## config.mk

```make
export PLATFORM = sky130hd
export DESIGN_NAME = bin7seg_lut
export DESIGN_NICKNAME = d
export VERILOG_FILES = /design/src/rtl/bin7seg_lut.sv
export SDC_FILE = /design/constraint.sdc
export NUM_CORES = 1
export LEC_CHECK = 0
export ABC_AREA = 1
export CORE_AREA = 5 5 42 44
export DETAILED_ROUTE_END_ITERATION = 10
export DIE_AREA = 0 0 47 49
export PLACE_DENSITY = 0.64
export SLEW_MARGIN = 0
export SYNTH_ARGS = -nofsm -noshare
export SYNTH_HDL_FRONTEND = slang
export SYNTH_SLANG_ARGS = --single-unit
```

## constraint.sdc

```tcl
create_clock -name clk -period 0.9 [get_ports clk]
set_clock_uncertainty 0.15 [all_clocks]
set_input_delay 0.225 -clock clk [delete_from_list [all_inputs] [get_ports clk]]
set_output_delay 0.225 -clock clk [all_outputs]
set_load 0.1 [all_outputs]
```

## src/rtl/bin7seg_lut.sv

```systemverilog
// Registered 4-bit hex to seven-segment decoder with active-high segments.
// Define BIN7SEG_SOP_CHECK_EN to add an independent SOP decoder cross-check.
module bin7seg_lut (
  input  logic clk,
  input  logic rst_n,
  input  logic en,
  input  logic A,
  input  logic B,
  input  logic C,
  input  logic D,
  output logic a,
  output logic b,
  output logic c,
  output logic d,
  output logic e,
  output logic f,
  output logic g,
  output logic mismatch
);

  localparam logic [6:0] SEG_LUT [16] = '{
    7'h7E, 7'h30, 7'h6D, 7'h79,
    7'h33, 7'h5B, 7'h5F, 7'h70,
    7'h7F, 7'h7B, 7'h77, 7'h1F,
    7'h4E, 7'h3D, 7'h4F, 7'h47
  };

  logic [3:0] n;
  logic [6:0] lut_seg;
  logic [6:0] seg_q;

  assign n       = {D, C, B, A};
  assign lut_seg = SEG_LUT[n];

  // Output register; blank on reset, holds when en is low.
  always_ff @(posedge clk or negedge rst_n) begin
    if (!rst_n) begin
      seg_q <= '0;
    end else if (en) begin
      seg_q <= lut_seg;
    end
  end

  assign a = seg_q[6];
  assign b = seg_q[5];
  assign c = seg_q[4];
  assign d = seg_q[3];
  assign e = seg_q[2];
  assign f = seg_q[1];
  assign g = seg_q[0];

`ifdef BIN7SEG_SOP_CHECK_EN
  logic [6:0] sop_seg;
  logic       mis_q;

  // Each segment is the complement of a SOP over its dark digits.
  always_comb begin
    sop_seg[6] = ~((~D & ~C & ~B &  A) |
                   (~D &  C & ~B & ~A) |
                   ( D & ~C &  B &  A) |
                   ( D &  C & ~B &  A));
    sop_seg[5] = ~((~D &  C & ~B &  A) |
                   (~D &  C &  B & ~A) |
                   ( D & ~C &  B &  A) |
                   ( D &  C & ~B & ~A) |
                   ( D &  C &  B));
    sop_seg[4] = ~((~D & ~C &  B & ~A) |
                   ( D &  C & ~B & ~A) |
                   ( D &  C &  B));
    sop_seg[3] = ~((~D & ~C & ~B &  A) |
                   (~D &  C & ~B & ~A) |
                   (~D &  C &  B &  A) |
                   ( D & ~C &  B & ~A) |
                   ( D &  C &  B &  A));
    sop_seg[2] = ~((~D &  A) |
                   (~D &  C & ~B & ~A) |
                   ( D & ~C & ~B &  A));
    sop_seg[1] = ~((~D & ~C & ~B &  A) |
                   (~D & ~C &  B) |
                   (~D &  C &  B &  A) |
                   ( D &  C & ~B &  A));
    sop_seg[0] = ~((~D & ~C & ~B) |
                   (~D &  C &  B &  A) |
                   ( D &  C & ~B & ~A));
  end

  // Flag any disagreement between the two decoders, same timing as segments.
  always_ff @(posedge clk or negedge rst_n) begin
    if (!rst_n) begin
      mis_q <= 1'b0;
    end else if (en) begin
      mis_q <= |(lut_seg ^ sop_seg);
    end
  end

  assign mismatch = mis_q;
`else
  assign mismatch = 1'b0;
`endif

endmodule

```

==> metrics.md, run 1 <==
| Metric | Value |
|---|---|
| Area after DPL | `802.0 sq um` |
| CTS H-tree depth | `1` |
| Main synth FF type | `dfrtp_1` |
| Met2 wire len | `627 um` |
| Buffer depth of the longest clock path | `2` |
| Layout area overhead | `72.45%` |
| Reg clk slew, reported paths | `50 ps` |
| Synth warn | `0` |
| Chip width | `47 um` |
| Final slew viol count | `0` |
| Most flop-heavy register | `seg_q` |
| Power Total | `1.387 mW` |
| Antenna diode count | `0` |
| Largest net degree at the start of global routing | `8` |
| Die area | `2303 sq um` |
| DRT Wirelength | `1.236 mm` |
| Number of global-route vias before repair | `502` |
| Global route overflow | `0` |
| Placed Cells | `104` |
| Critical Path RT | `520 ps` |
| Max reg flops | `7` |
| Met3 Wirelength | `82 um` |
| Fillers | `126` |
| Area of the multi-input gates | `367.9 sq um` |
| DRT iter0 DRCs | `5` |
| Violated checks | `negative setup slack` |
| Synth cell types | `15` |
| Seq. cell area | `201.4 sq um` |
| Remaining DRCs | `0` |
| Final WS setup | `-401.1 ps` |
| CTS Sinks | `7` |
| Core area | `1401 sq um` |
| FP Rows | `14` |
| Layout cells sized above 1 | `48.91%` |
| Routed Antenna Nets | `0` |
| Antenna violations before repair | `0` |
| Syn Inst Count | `75` |
| Status | `finished, violations left` |
| Yosys top cell by area | `dfrtp_1` |
| DP Wirelength | `957 um` |
| FF-to-FF Start | `seg_q[0]` |
| Peak VDD IR | `0.7191 mV` |
| WP data arrival | `930 ps` |
| Crit path launch | `seg_q[5]` |
| CP Launch Type | `register` |
| Crit-path leading delay family | `flip-flops` |
| Initial Util | `37.59%` |
| Asr flop ratio synth | `100.0%` |
| All-Layer GR Usage | `13.06%` |
| Hold crit path type | `in -> async` |
| Critical Path End Type | `output port` |
| Largest regs | `seg_q (7)` |
| Crit-path max FO | `2` |
| Global-route wire length before repair | `2.070 mm` |
| Most common cell in the synthesized netlist | `nand2_1` |
| Clk_lat worst skew | `260 ps` |
| TritonCTS Buffers | `3` |
| Number of flops mapped to enable cells by yosys | `0` |
| Final GP Congestion | `0.8504` |
| Share of the synthesized area in the top cell type | `33.25%` |
| Clock root buffer | `clkbuf_4` |
| Fmax | `768.6 MHz` |
| Crit share post-route | `144.6%` |
| Via count | `510` |
| Max stage delay on crit path | `490 ps` |
| Syn Nets | `89` |
| Die Y | `49 um` |
| Leakage | `0.4179 nW` |
| Crit-path slowest cell | `dfrtp_4` |
| IO Count | `15` |
| Top Layer Used | `met4` |
| I/O Buffers | `13` |
| Routed wire per std cell | `11.44 um` |
| First-pass DRT Iterations | `4` |
| Setup tns final | `-2783 ps` |
| Final setup violation count | `8` |
| PD cells | `1527 nW/um^2` |
| Final nets | `107` |
| Post-synthesis sequential area ratio | `33.25%` |
| CTS tree | `yes` |
| Design area | `908.4 sq um` |
| CTS Hold Buffers Added | `0` |
| Yosys reg bits | `7` |
| Final min period | `1301 ps` |
| Synth cell count leaders | `nand2_1, inv_1, dfrtp_1, ha_1` |
| Max cap viols | `0` |
| Via density | `4.722` |
| Ranking of synthesized cells by area | `dfrtp_1, nand2_1, ha_1, a21oi_1, nand3_1` |
| Post-Syn Area | `526.8 sq um` |
| Unrepaired setup endpoints after global routing | `true` |
| Non-filler cells, final | `108` |
| Avg Inst Size Synth | `7.023 sq um` |
| Worst path buffer plus inverter count | `1` |
| WL met1 | `473 um` |
| Critical Path, Cell by Cell | `buf_12` |
| Fin. Hold Viols | `0` |
| Path type of the worst setup path | `reg -> out` |
worst paths after layout:
path,endpoint,slack [ps],cells after the start
worst max-delay path,b,-400,1
worst min-delay path,seg_q[2],120,2
worst max register to register,seg_q[0],0,2
worst min register to register,seg_q[6],390,2
max in group asynchronous,seg_q[5],370,2
min in group clk,seg_q[0],190,5
timing repair:
action	4_1_cts	5_1_grt
setup buffers	0	0
resized for setup	24	21
endpoints found under the setup margin	14	14
pin swaps	1	3
routing by layer:
metal,vias up,global-route usage (%)
met3,5,3.321
met4,0,12.44
met1,225,13.75
met5,-,0
met2,18,19.68
li1,262,-
cell type report:
class                           instances  area share (%)
Timing Repair Buffer                   16           27.13
Inverter                                9           5.096
Clock buffer                            4           2.893
Multi-Input combinational cell         56           40.50
Sequential cell                         7           22.18
Tap cell                               16           2.204
placed cells by master, fill, tap and decap left out:
cell type	instances
buf_6	2
nand3_2	2
nand2_1	24
buf_8	2
clkdlybuf4s50_1	1
inv_4	1
dlygate4sd2_1	1
nand2_2	5
dfrtp_4	7
conb_1	1
ha_4	3
a21oi_1	3
clkbuf_1	1
clkbuf_4	3
buf_2	1
inv_2	3
buf_12	8
ha_1	4
inv_1	3
nand3_1	4
a21oi_2	3
inv_6	2
nor2_2	3
nor2_1	2
clkdlybuf4s15_1	1
o21ai_1	2
kinds of logic after synthesis:
family                     Yosys count  share of synthesized area (%)
and+or+nand+nor                     40                          30.88
buffers and inverters               12                          10.93
AOI/OAI and AO/OA                    8                          7.599
adders and majority gates            7                          16.63
DFF                                  7                          33.25
other                                1                         0.7119
worst reg2reg max path, cell delays in order, from the launching register on:
cell and delay (ps):
dfrtp_4 480, nor2_1 110, a21oi_1 50
stage by stage:
stage | utilization, % | hold slack, ps | setup WS [ps]
5_1_grt | 64.82 | 123.2 | -432.8
2_1_floorplan | - | -220.6 | -137.2
4_1_cts | 60.80 | 121.9 | -412.0
3_5_place_dp | 57.23 | 387.8 | -825.7
6_report | 64.82 | 122.4 | -401.1
3_3_place_gp | 57.23 | 382.1 | -783.8
power breakdown:
group,switching [mW],internal (mW),total (mW)
Clock,0.134,0.170,0.305
Combinational,0.428,0.241,0.669
Sequential,0.0391,0.374,0.413
(Power assumes the default switching activity.)
==> run 2, diff against run 1 <==
--- a/config.mk
+++ b/config.mk
@@ -6,10 +6,11 @@
 export NUM_CORES = 1
 export LEC_CHECK = 0
 export ABC_AREA = 1
-export CORE_AREA = 5 5 42 44
+export CORE_AREA = 2 2 39 41
 export DETAILED_ROUTE_END_ITERATION = 10
-export DIE_AREA = 0 0 47 49
+export DIE_AREA = 0 0 41 43
 export PLACE_DENSITY = 0.64
+export SETUP_SLACK_MARGIN = 0.02
 export SLEW_MARGIN = 0
 export SYNTH_ARGS = -nofsm -noshare
 export SYNTH_HDL_FRONTEND = slang
==> metrics.md, run 2 (synthesis results as in run 1) <==
| Metric | Value |
|---|---|
| Max cap viols | `0` |
| Comb pwr share | `51.3%` |
| Critical Path, Cell by Cell | `buf_12` |
| Crit share post-route | `144.1%` |
| Crit-path slowest cell | `dfrtp_4` |
| Antenna violations before repair | `0` |
| Met3 Wirelength | `58 um` |
| Remaining DRCs | `0` |
| Met2 wire len | `823 um` |
| CP Launch Type | `register` |
| Fin. Hold Viols | `0` |
| CTS tree | `yes` |
| Final GP Congestion | `0.8816` |
| PD cells | `1432 nW/um^2` |
| Routed Antenna Nets | `0` |
| Final WS setup | `-396.9 ps` |
| Most common cell after layout, fill and taps aside | `nand2_1` |
| Max reg flops | `7` |
| Violated checks | `negative setup slack` |
| Crit-path max FO | `2` |
| CTS Sinks | `7` |
| Most frequent cells in the layout | `nand2_1, buf_12, dfrtp_4, ha_4` |
| Sequential share of power | `28.3%` |
| Clk_lat worst skew | `260 ps` |
| FF-to-FF Start | `seg_q[0]` |
| Status | `finished, violations left` |
| Final Util | `73.42%` |
| Via density | `4.946` |
| CTS Hold Buffers Added | `0` |
| Layout area overhead | `92.87%` |
| Reg-to-Reg End | `seg_q[0]` |
| I/O Buffers | `13` |
| All-Layer GR Usage | `17.69%` |
| Hold crit path type | `in -> async` |
| WP data arrival | `920 ps` |
| Final nets | `110` |
| Final min period | `1297 ps` |
| Placed Cells | `105` |
| Peak VDD IR | `0.8714 mV` |
| Crit-path leading delay family | `flip-flops` |
| Non-filler cells, final | `111` |
| R2R depth | `4` |
| Global-route wire length before repair | `1.987 mm` |
| Most flop-heavy register | `seg_q` |
| Critical Path RT | `520 ps` |
| Core area | `1384 sq um` |
| FP Rows | `14` |
| Layout cells sized above 1 | `56.84%` |
| CTS H-tree depth | `1` |
| Pint | `823.2 uW` |
| Chip width | `41 um` |
| First-pass DRT Iterations | `6` |
| DRT Wirelength | `1.482 mm` |
| Largest regs | `seg_q (7)` |
| TritonCTS Buffers | `3` |
| Largest net degree at the start of global routing | `8` |
| Switching power share of the total | `43.41%` |
| DP Wirelength | `866.9 um` |
| Global route overflow | `0` |
| Die Y | `43 um` |
| Reg clk slew, reported paths | `50 ps` |
| Buffer depth of the longest clock path | `2` |
| WL met1 | `548 um` |
| DRT iter0 DRCs | `9` |
| Fillers | `86` |
| Number of global-route vias before repair | `489` |
| Final setup violation count | `10` |
| Clk pwr share | `20.4%` |
| Switching Power | `631.6 uW` |
| Max stage delay on crit path | `490 ps` |
| Fmax | `771.0 MHz` |
| Unrepaired setup endpoints after global routing | `true` |
| Antenna diode count | `0` |
| Critical Path End Type | `output port` |
| Leakage | `0.4611 nW` |
| Initial Util | `38.07%` |
| Routed wire per std cell | `13.35 um` |
| Clock root buffer | `clkbuf_4` |
| Via count | `549` |
| IO Count | `15` |
| Top Layer Used | `met4` |
| Final slew viol count | `0` |
| Worst path buffer plus inverter count | `1` |
| Path type of the worst setup path | `reg -> out` |
| Die area | `1763 sq um` |
| R2r setup slk | `-200 ps` |
-- run 2: changes by cell type in the layout (fill, tap and decap cells not counted), sizes merged --
cell	delta
buf	+3
-- run 2: layout make-up --
class	count	area, sq um	area share [%]
sequential	7	201.4	19.83
tap	16	20.02	1.970
multi-input combinational	56	435.4	42.86
inverter	9	51.30	5.049
clock buffer	4	26.28	2.586
timing repair buffer	19	281.5	27.71
-- run 2: worst max-delay path by stage --
stage             start  endpoint  depth (start not counted)
2_1_floorplan  seg_q[5]  seg_q[5]                          2
3_3_place_gp          B  seg_q[3]                          7
3_5_place_dp          A  seg_q[5]                          6
4_1_cts        seg_q[4]         c                          1
5_1_grt        seg_q[0]         g                          1
6_report       seg_q[4]         c                          1
-- run 2: timing repair --
item / CTS / global route
pin swaps: 1 / 12
resized for setup: 34 / 29
buffers inserted: 1 / 1
cloned: 0 / 0
setup endpoints to repair: 14 / 14
-- run 2: power groups by stage --
| stage | sequential, mW | combinational, mW | clock, mW |
|---|---|---|---|
| 4_1_cts | 0.413 | 0.673 | 0.303 |
| 2_1_floorplan | 0.665 | 0.140 | 0 |
| 6_report | 0.412 | 0.746 | 0.296 |
| 3_3_place_gp | 0.417 | 0.629 | 0 |
| 5_1_grt | 0.417 | 0.777 | 0.317 |
| 3_5_place_dp | 0.419 | 0.633 | 0 |
-- run 2: routing by layer --
metal,global-route usage [%],up-vias
met1,19.41,254
li1,-,268
met2,26.88,22
met5,0,-
met3,3.141,5
met4,16.00,0
-- run 2: stage by stage --
stage / hold slack [ps] / setup TNS (ps) / power, mW / setup slack (ps) / instance area, sq um
2_1_floorplan: -220.6 / -1319 / 0.8048 / -137.2 / 570.5
3_3_place_gp: 383.1 / -5880 / 1.046 / -771.3 / 809.5
3_5_place_dp: 390.8 / -5978 / 1.052 / -779.5 / 809.5
4_1_cts: 133.8 / -2872 / 1.389 / -400.5 / 902.1
5_1_grt: 136.4 / -3249 / 1.510 / -410.9 / 1016
6_report: 130.1 / -2985 / 1.455 / -396.9 / 1016
